File: config.mk
export PLATFORM = sky130hd
export DESIGN_NAME = spi_reg_bank
export DESIGN_NICKNAME = d
export VERILOG_FILES = /design/src/rtl/spi_reg_pkg.sv /design/src/rtl/spi_reg_bank_cell.sv /design/src/rtl/spi_reg_bank.sv
export SDC_FILE = /design/constraint.sdc
export NUM_CORES = 1
export LEC_CHECK = 0
export BUFFER_PORTS_ARGS = -buffer_cell sky130_fd_sc_hd__buf_2
export CORE_UTILIZATION = 35
export CTS_BUF_LIST = sky130_fd_sc_hd__clkbuf_2 sky130_fd_sc_hd__clkbuf_4 sky130_fd_sc_hd__clkbuf_8
export DETAILED_ROUTE_END_ITERATION = 8
export SETUP_SLACK_MARGIN = 0.1
export SYNTH_ARGS = -nofsm -noshare
export SYNTH_HDL_FRONTEND = slang
export SYNTH_SLANG_ARGS = --single-unit
File: constraint.sdc
create_clock -name spi_clk -period 3.66 [get_ports spi_clk]
set_input_delay 0.183 -clock spi_clk [delete_from_list [all_inputs] [get_ports spi_clk]]
set_output_delay 0.183 -clock spi_clk [all_outputs]
set_load 0.03 [all_outputs]
File: src/rtl/spi_reg_pkg.sv
// Shared types and constants for the SPI register bank.
// The frame is one command byte {rw, addr} followed by an unlimited burst of data bytes.
package spi_reg_pkg;

    typedef enum logic {
        CMD  = 1'b0,
        DATA = 1'b1
    } state_e;

    localparam int             BYTE_W      = 8;
    localparam int             RW_BIT      = BYTE_W - 1;
    localparam int             ADDR_ID     = 0;
    localparam logic [BYTE_W-1:0] DEF_CHIP_ID = 8'hA6;

endpackage

File: src/rtl/spi_reg_bank_cell.sv
// One configuration register: read-only view of core status, or storage reset either
// by the global reset or, for frame-pulse registers, by every chip-select deassert.
module spi_reg_cell
    import spi_reg_pkg::*;
#(
    parameter int                DATA_W  = BYTE_W,
    parameter logic [DATA_W-1:0] RST_VAL = '0,
    parameter logic [DATA_W-1:0] MASK    = '1,
    parameter bit                RO      = 1'b0,
    parameter bit                PULSE   = 1'b0
) (
    input  logic              spi_clk,
    input  logic              full_rstn,
    input  logic              rstn,
    input  logic              wr_en,
    input  logic [DATA_W-1:0] wr_data,
    input  logic [DATA_W-1:0] ro_data,
    output logic [DATA_W-1:0] value
);

    generate
        if (RO) begin : g_ro
            logic unused_ok;
            assign unused_ok = ^{spi_clk, full_rstn, rstn, wr_en, wr_data};
            assign value     = ro_data & MASK;
        end else begin : g_rw
            logic [DATA_W-1:0] store;
            logic              cell_rstn;
            logic              unused_ok;

            assign unused_ok = ^ro_data;
            assign cell_rstn = PULSE ? full_rstn : rstn;

            // NOTE: each register gets its own reset here; a register file is never
            // reset through a loop in one block, so every cell stays a plain flop.
            always_ff @(posedge spi_clk or negedge cell_rstn) begin
                if (!cell_rstn) begin
                    store <= RST_VAL;
                end else if (wr_en) begin
                    store <= wr_data;
                end
            end

            assign value = store & MASK;
        end
    endgenerate

endmodule

File: src/rtl/spi_reg_bank.sv
// SPI slave register bank: deserialises command/address/data bytes MSB first, commits
// writes to the register cells and streams read data back on poci_spi with auto-increment.
module spi_reg_bank
    import spi_reg_pkg::*;
#(
    parameter int                         NUM_REGS   = 9,
    parameter int                         DATA_W     = 8,
    parameter int                         ADDR_W     = 7,
    parameter logic [NUM_REGS*DATA_W-1:0] RST_VALS   = '0,
    parameter logic [NUM_REGS*DATA_W-1:0] WIDTH_MASK = '1,
    parameter logic [NUM_REGS-1:0]        RO_MASK    = '0,
    parameter logic [NUM_REGS-1:0]        PULSE_MASK = '0,
    parameter logic [DATA_W-1:0]          CHIP_ID    = DEF_CHIP_ID
) (
    input  logic                         spi_clk,
    input  logic                         full_rstn,
    input  logic                         rstn,
    input  logic                         pico_spi,
    input  logic [NUM_REGS*DATA_W-1:0]   ro_data,
    output logic [NUM_REGS*DATA_W-1:0]   regs_o,
    output logic [NUM_REGS-1:0]          wr_strobe,
    output logic                         wr_err,
    output logic                         poci_spi
);

    localparam int CNT_W = $clog2(DATA_W);

    state_e            state;
    logic [CNT_W-1:0]  bit_cnt;
    logic [DATA_W-2:0] shift;
    logic              rw;
    logic [ADDR_W-1:0] cur_addr;
    logic [DATA_W-1:0] rd_shadow;

    logic [DATA_W-1:0]   byte_in;
    logic                boundary;
    logic                write_hit;
    logic [ADDR_W-1:0]   rd_addr;
    logic [DATA_W-1:0]   rd_val;
    logic [NUM_REGS-1:0] wr_en;

    assign byte_in   = {shift, pico_spi};
    assign boundary  = (bit_cnt == CNT_W'(DATA_W - 1));
    assign write_hit = (state == DATA) && rw && boundary;

    // In CMD the shadow preloads the addressed register; in DATA it prefetches the next one.
    assign rd_addr = (state == CMD) ? byte_in[ADDR_W-1:0] : cur_addr + 1'b1;

    // NOTE: every signal driven in always_comb takes a default first, so no latch can form.
    always_comb begin
        wr_en = '0;
        for (int i = 0; i < NUM_REGS; i++) begin
            wr_en[i] = write_hit && !RO_MASK[i] && (cur_addr == ADDR_W'(i + 1));
        end
    end

    always_comb begin
        rd_val = '0;
        if (rd_addr == ADDR_W'(ADDR_ID)) begin
            rd_val = CHIP_ID;
        end
        for (int i = 0; i < NUM_REGS; i++) begin
            if (rd_addr == ADDR_W'(i + 1)) begin
                rd_val = regs_o[i*DATA_W +: DATA_W];
            end
        end
    end

    // NOTE: all frame state updates use non-blocking assignments so every register
    // samples the values from before this edge, regardless of statement order.
    always_ff @(posedge spi_clk or negedge full_rstn) begin
        if (!full_rstn) begin
            state     <= CMD;
            bit_cnt   <= '0;
            shift     <= '0;
            rw        <= 1'b0;
            cur_addr  <= '0;
            rd_shadow <= '0;
            wr_strobe <= '0;
            wr_err    <= 1'b0;
        end else begin
            bit_cnt   <= boundary ? '0 : bit_cnt + 1'b1;
            shift     <= byte_in[DATA_W-2:0];
            wr_strobe <= wr_en;
            if (write_hit && !(|wr_en)) begin
                wr_err <= 1'b1;
            end
            if (boundary) begin
                if (state == CMD) begin
                    rw       <= byte_in[DATA_W-1];
                    cur_addr <= byte_in[ADDR_W-1:0];
                    state    <= DATA;
                    if (!byte_in[DATA_W-1]) begin
                        rd_shadow <= rd_val;
                    end
                end else begin
                    cur_addr <= cur_addr + 1'b1;
                    if (!rw) begin
                        rd_shadow <= rd_val;
                    end
                end
            end
        end
    end

    assign poci_spi = (state == DATA && !rw) ? rd_shadow[CNT_W'(DATA_W - 1) - bit_cnt] : 1'b0;

    generate
        for (genvar i = 0; i < NUM_REGS; i++) begin : g_reg
            spi_reg_cell #(
                .DATA_W  (DATA_W),
                .RST_VAL (RST_VALS[i*DATA_W +: DATA_W]),
                .MASK    (WIDTH_MASK[i*DATA_W +: DATA_W]),
                .RO      (RO_MASK[i]),
                .PULSE   (PULSE_MASK[i])
            ) u_cell (
                .spi_clk   (spi_clk),
                .full_rstn (full_rstn),
                .rstn      (rstn),
                .wr_en     (wr_en[i]),
                .wr_data   (byte_in),
                .ro_data   (ro_data[i*DATA_W +: DATA_W]),
                .value     (regs_o[i*DATA_W +: DATA_W])
            );
        end
    endgenerate

endmodule

; After elaboration in Yosys (flattened, before gate mapping)
; Index checks and enable logic that the tools add are counted.
[word_totals]
out_inout_bits = 83
input_bits = 76
wordCells = 80
ff_bits = 109
[op_classes]
n_reduce_logical = 19
n_eq_ne = 21
n_addsub = 3
muxes = 18
n_bitwise = 1
order_cmp = 1
[op_table]
columns = operator, n
row1 = $mux W8, 13
row2 = $eq A7 B3 Y1 const B, 8
row3 = $eq A7 B2 Y1 const B, 4
row4 = $eq A7 B4 Y1 const B, 4
row5 = $eq A7 B1 Y1 const B, 2
row6 = $logic_and A1 B1 Y1, 13
row7 = $reduce_or A9 Y1, 1
row8 = $add A7 B1 Y7 const B, 1
row9 = $logic_not A7 Y1, 1
row10 = $mux W7, 1
row11 = $lt A3 B4 Y1 const B, 1
row12 = $ne A2 B2 Y1 const B, 2
row13 = $add A3 B1 Y3 const B, 1
row14 = $bmux W1 S3, 1
row15 = $eq A3 B3 Y1 const B, 1
row16 = $mux W3, 1
row17 = $reduce_and A3 Y1, 1
row18 = $sub A3 B3 Y3 const A, 1
row19 = $logic_not A1 Y1, 2
row20 = $mux W1, 2
row21 = $reduce_and A2 Y1, 1
row22 = $not A1 Y1, 1

; Logic depth before layout (Yosys ltp)
[depth]
ltp_word = 15
mapped_depth = 11
depth_no_buf = 8

; By module
; From an unflattened synthesis, not the netlist that was laid out.
[unflattened]
cells_unflattened = 422
area_unflattened_um2 = 5504.0
[by_module_without_submodules]
columns = mod, area_per_inst_um2, instances, seq_area_each_um2, cells_per_inst
row1 = spi_reg_cell, 331.6, 9, 200.2, 17
row2 = spi_reg_bank, 2519.9, 1, 925.9, 269

; Worst setup path before layout
; Ideal clock, no wire load.
[synth_timing]
path_type = reg-to-reg
startpoint = register cur_addr[0]
endpoint = register rd_shadow[0]
setup_time_ns = 0.130
period_less_slack_ns = 2.688
t_arrival_ns = 2.557
required_time_ns = 3.530
n_path_buf = 1
path_slack_ns = 0.972
path_stages_with_launch = 9
cell_sequence = dfrtp_1 > clkbuf_1 > inv_1 > ha_1 > or3b_2 > a221oi_4 > nand4_2 > o31ai_1 > a31oi_1
[synth_via]
elab_chain_cells = 14
elab_cells_between_ends = 23
classes_between = 1 x add/sub / 9 x eq/ne / 13 x mux
[synth_rtl]
columns = element, line_no
row1 = "start, declared", spi_reg_bank.sv:32  ; logic [ADDR_W-1:0] cur_addr;
row2 = "start signal, assigned", spi_reg_bank.sv:91  ; cur_addr <= byte_in[ADDR_W-1:0];
row3 = "start signal, assigned", spi_reg_bank.sv:97  ; cur_addr <= cur_addr + 1'b1;
row4 = $add A7 B1 Y7 (*), spi_reg_bank.sv:47  ; assign rd_addr = (state == CMD) ? byte_in[ADDR_W-1:0] : cur_addr + 1'b1;
row5 = $mux W7 (*), spi_reg_bank.sv:47
row6 = $eq A7 B1 Y1, spi_reg_bank.sv:63  ; if (rd_addr == ADDR_W'(i + 1)) begin
row7 = $mux W8 (8 in series), spi_reg_bank.sv:63
row8 = $mux W8 (*), spi_reg_bank.sv:63
row9 = $mux W8 (on tied branches), "spi_reg_bank.sv:93, spi_reg_bank.sv:98"
row10 = $mux W8 (*), spi_reg_bank.sv:89  ; if (state == CMD) begin
row11 = "end signal, assigned", spi_reg_bank.sv:94  ; rd_shadow <= rd_val;
row12 = "end signal, assigned", spi_reg_bank.sv:99  ; rd_shadow <= rd_val;
row13 = "end, declared", spi_reg_bank.sv:33  ; logic [DATA_W-1:0] rd_shadow;
; Mark *: on every way between the ends. The rest lies on a longest branch, timed or not. The select of a mux whose other input is x is not followed.
; A chain may end at the register's enable or synchronous reset.

; Final worst setup path
[layout_timing]
startpoint = register cur_addr[0]
endpoint = register rd_shadow[7]
[layout_via]
elab_chain_cells = 15
elab_cells_between_ends = 25
classes_between = 1 x add/sub / 9 x eq/ne / 14 x mux / 1 x reduce/logical
[layout_rtl]
columns = element, line_no
row1 = $add A7 B1 Y7 (*), spi_reg_bank.sv:47
row2 = $mux W7 (*), spi_reg_bank.sv:47
row3 = $logic_not A7 Y1, spi_reg_bank.sv:59  ; if (rd_addr == ADDR_W'(ADDR_ID)) begin
row4 = $mux W8, spi_reg_bank.sv:59
row5 = $mux W8 (8 in series), spi_reg_bank.sv:63
row6 = $mux W8 (*), spi_reg_bank.sv:63
row7 = $mux W8 (on tied branches), "spi_reg_bank.sv:93, spi_reg_bank.sv:98"
row8 = $mux W8 (*), spi_reg_bank.sv:89
; Marks and branches as above.

==> flow_summary_export.csv <==
group,metric,value,unit
outcome,status,"finished clean",
clocking,cts_resized,0,
min_path,hold_class,"input port to register",
layout,fin_area,6240,um2
worst_setup_path,crit_type,"register to register",
floorplan,start_util,0.365,
global_routing,grt_busiest_layer,"met2",
worst_setup_path,cp-start-kind,"register",
layout,final_core_util,0.423,
layout,diodes,0,
global_routing,antenna_found_initial,0,
worst_setup_path,path_buf_inv,1,
place,dpl.cell_count,803,
synthesis,syn-cell-area,5390,um2
layout,area_growth,15.8,%
worst_setup_path,worst-path-stages,8,
timing,finClkSkew,0.0139,ns
power,total_power,0.00348,W
drt,routed_wl,15900,um
layout,drive_gt1_frac,0.273,
layout,multiInputGateArea,2460,um2
power,power_switching_share,0.393,
clocking,ctsHtreeMaxLevel,3,
run,max_cap_viol_count,0,
worst_setup_path,crit_arrival,3.26,ns
floorplan,die_w,126,um
global_routing,met1_usage,0.275,
clocking,cts_buffers,9,
layout,stdcell_count,821,
floorplan,io_pins,159,
synthesis,async_flop_share,1.00,
power,p_per_area,558,nW/um2
timing,finalCritPeriodShare,0.811,
synthesis,synthTopCellsByArea,"dfrtp_1, nand2_1, mux2_2",
synthesis,synthCells,551,
global_routing,grtUsageMet2,0.327,
synthesis,yosysTopAreaCell,"dfrtp_1",
synthesis,syn_area_per_cell,9.78,um2
drt,vias,4531,
layout,seq_area,2730,um2
drt,vias_per_cell,5.52,
worst_setup_path,ff2ff_path_depth,8,
synthesis,ys_seq_area_frac,0.506,
floorplan,fp-row-count,44,
layout,nFillCells,1499,
clocking,cts_tree,"done",
drt,wl_per_cell,19.3,um
power,leakagePower,3.15,nW
power,p_int,0.00211,W
clocking,cts_sinks,109,
global_routing,grt_max_degree,38,
synthesis,synth_top_cell_area_share,0.506,
worst_setup_path,cp.required,3.96,ns
timing,period_needed,2.97,ns
floorplan,die_h,126,um
power,irDropWorstVdd,0.338,mV
synthesis,ys_seq_elements,109,
global_routing,met3_usage,0.0348,
timing,fin_setup_tns,0,ns
power,p_switching,0.00137,W
clocking,root_buffer,"clkbuf_8",
worst_setup_path,cpPeakStageDelay,0.54,ns
power,power_frac_seq,0.429,
min_path,whs_path_depth,1,
timing,setup_violations,0,
power,clock_power_share,0.222,
drt,firstDrtPassIters,5,
worst_setup_path,cp_max_fo,16,
layout,final_net_count,714,
timing,rsz0062_at_grt,"false",
place,gp_congestion,0.873,
timing,fmax,0.337,GHz
worst_setup_path,critical-path-top-delay-family,"simple AND/OR/NAND/NOR gates",
drt,drc_errors,0,
clocking,clockBufferDepth,2,
synthesis,yosys_warnings,0,
floorplan,dieArea,15900,um2
synthesis,yosysMostFrequentCell,"nand2_1",
power,pwr-share-comb,0.349,
synthesis,synth_edf_count,0,
drt,ant_nets,0,
place,post-dp-hpwl,11300,um
timing,final_hold_viol_count,0,
timing,slew_headroom,0.370,
drt,initialDrtViolationCount,334,
clocking,clkTransAtPathRegs,0.10,ns
synthesis,synth_nets,633,
worst_setup_path,crit_path_cell_trace,"buf_4, ha_1, xor2_1, or4b_4, o211a_2, nor3_2, o211ai_1, a221oi_2",
timing,slew_viol_final,0,
synthesis,synthFlopType,"dfrtp_1",
worst_setup_path,slowest_stage,"or4b_4",
global_routing,grt_pass1_wl,24900,um
place,io_buffers,86,
clocking,clk_latency,0.39,ns
synthesis,synth_cell_types,69,
global_routing,track_usage,0.207,
timing,worst_slew_pin_slew,0.945,ns
floorplan,fp.coreArea,14800,um2
place,place_area,6020,um2
synthesis,yosys-top-cells-count,"nand2_1, dfrtp_1, mux2_2, nor2_1",
global_routing,overflow,0,
worst_setup_path,critPathCaptureType,"register",
global_routing,grt_pass1_vias,4435,
[power groups by stage]
stage	Sequential, W	Combinational, W	Clock (W)
2_1_floorplan	0.00163	0.000686	0
4_1_cts	0.00149	0.00121	0.000789
3_3_place_gp	0.00151	0.00119	0
6_report	0.00149	0.00122	0.000773
3_5_place_dp	0.00152	0.00121	0
5_1_grt	0.00152	0.00131	0.000834
[layer usage]
layer,vias to the layer above,part of all wire
met4,0,0.034
met1,2237,0.44
met5,-,0
li1,2108,-
met3,25,0.060
met2,161,0.46
[path summary, 6_finish.rpt]
path / startpoint / end / slack (ns)
setup reg to reg: cur_addr[0] / rd_shadow[7] / 0.69
max in group asynchronous: rstn / g_reg[8].u_cell.value[6] / 2.26
hold reg to reg: wr_err / wr_err / 0.50
hold / removal: pico_spi / shift[0] / 0.20
min in group asynchronous: rstn / g_reg[4].u_cell.value[3] / 0.41
setup / recovery: cur_addr[0] / rd_shadow[7] / 0.69
[worst reg2reg max path, stage by stage, from the launching register on]
cell and delay, ns:
dfrtp_1 0.38, buf_4 0.20, ha_1 0.32, xor2_1 0.20, or4b_4 0.54, o211a_2 0.17
nor3_2 0.51, o211ai_1 0.30, a221oi_2 0.28
[area by class of cell]
cell class | count | area share
sequential | 109 | 0.437
inverter | 13 | 0.00782
clock inverter | 6 | 0.0110
timing repair buffer | 104 | 0.0914
tap | 184 | 0.0369
multi-input combinational | 395 | 0.394
clock buffer | 10 | 0.0220
[what timing repair did]
item / 4_1_cts / 5_1_grt
hold buffers: 2 / 0
endpoints found under the hold margin: 72 / 0
setup buffers: 0 / 0
[registers in the layout, summed over array words and instances, names as in the netlist]
| signal | flops |
|---|---|
| bit_cnt | 3 |
| cur_addr | 7 |
| g.u_cell.value | 72 |
| rd_shadow | 8 |
| rw | 1 |
| shift | 7 |
| state | 1 |
| wr_err | 1 |
| wr_strobe | 9 |
[cells by family (layout without fill, tap and decap cells)]
group | count (synthesis) | count (layout) | share of synthesized area
buffers and inverters | 47 | 133 | 0.0378
AND/OR/NAND/NOR | 237 | 237 | 0.205
AO/OA/AOI/OAI | 108 | 108 | 0.144
multiplexers | 40 | 40 | 0.0870
XOR/XNOR | 4 | 4 | 0.00650
flip-flops | 109 | 109 | 0.506
adder cells (fa/ha/maj) | 6 | 6 | 0.0139
[placed cells by master (no fill, tap or decap), types with 4 or more instances in the layout]
master    count
nand2_1     142
nor3_1        6
dfrtp_1     109
nand2b_1      5
nand3b_1      5
o21a_1        7
clkbuf_8     10
ha_1          6
a211oi_1      5
buf_4        16
nor2b_1       4
nand4_1       4
mux2_2       35
o21ai_0      19
a31oi_1       5
clkinv_1      4
o22ai_1       8
a32oi_1       5
and3_1        8
nor2_1       22
nand3_1      18
o211ai_1      6
buf_2        86
a21oi_1      18
inv_1         8
[stage by stage]
stage	setup WS [ns]	hold WS [ns]
final	0.692	0.200
after global routing	0.572	0.220
after CTS	0.741	0.180
after detailed placement	0.764	0.325
after global placement	0.792	0.311
after floorplan	0.972	-0.113
No activity file was read; power rests on OpenSTA's default activity.
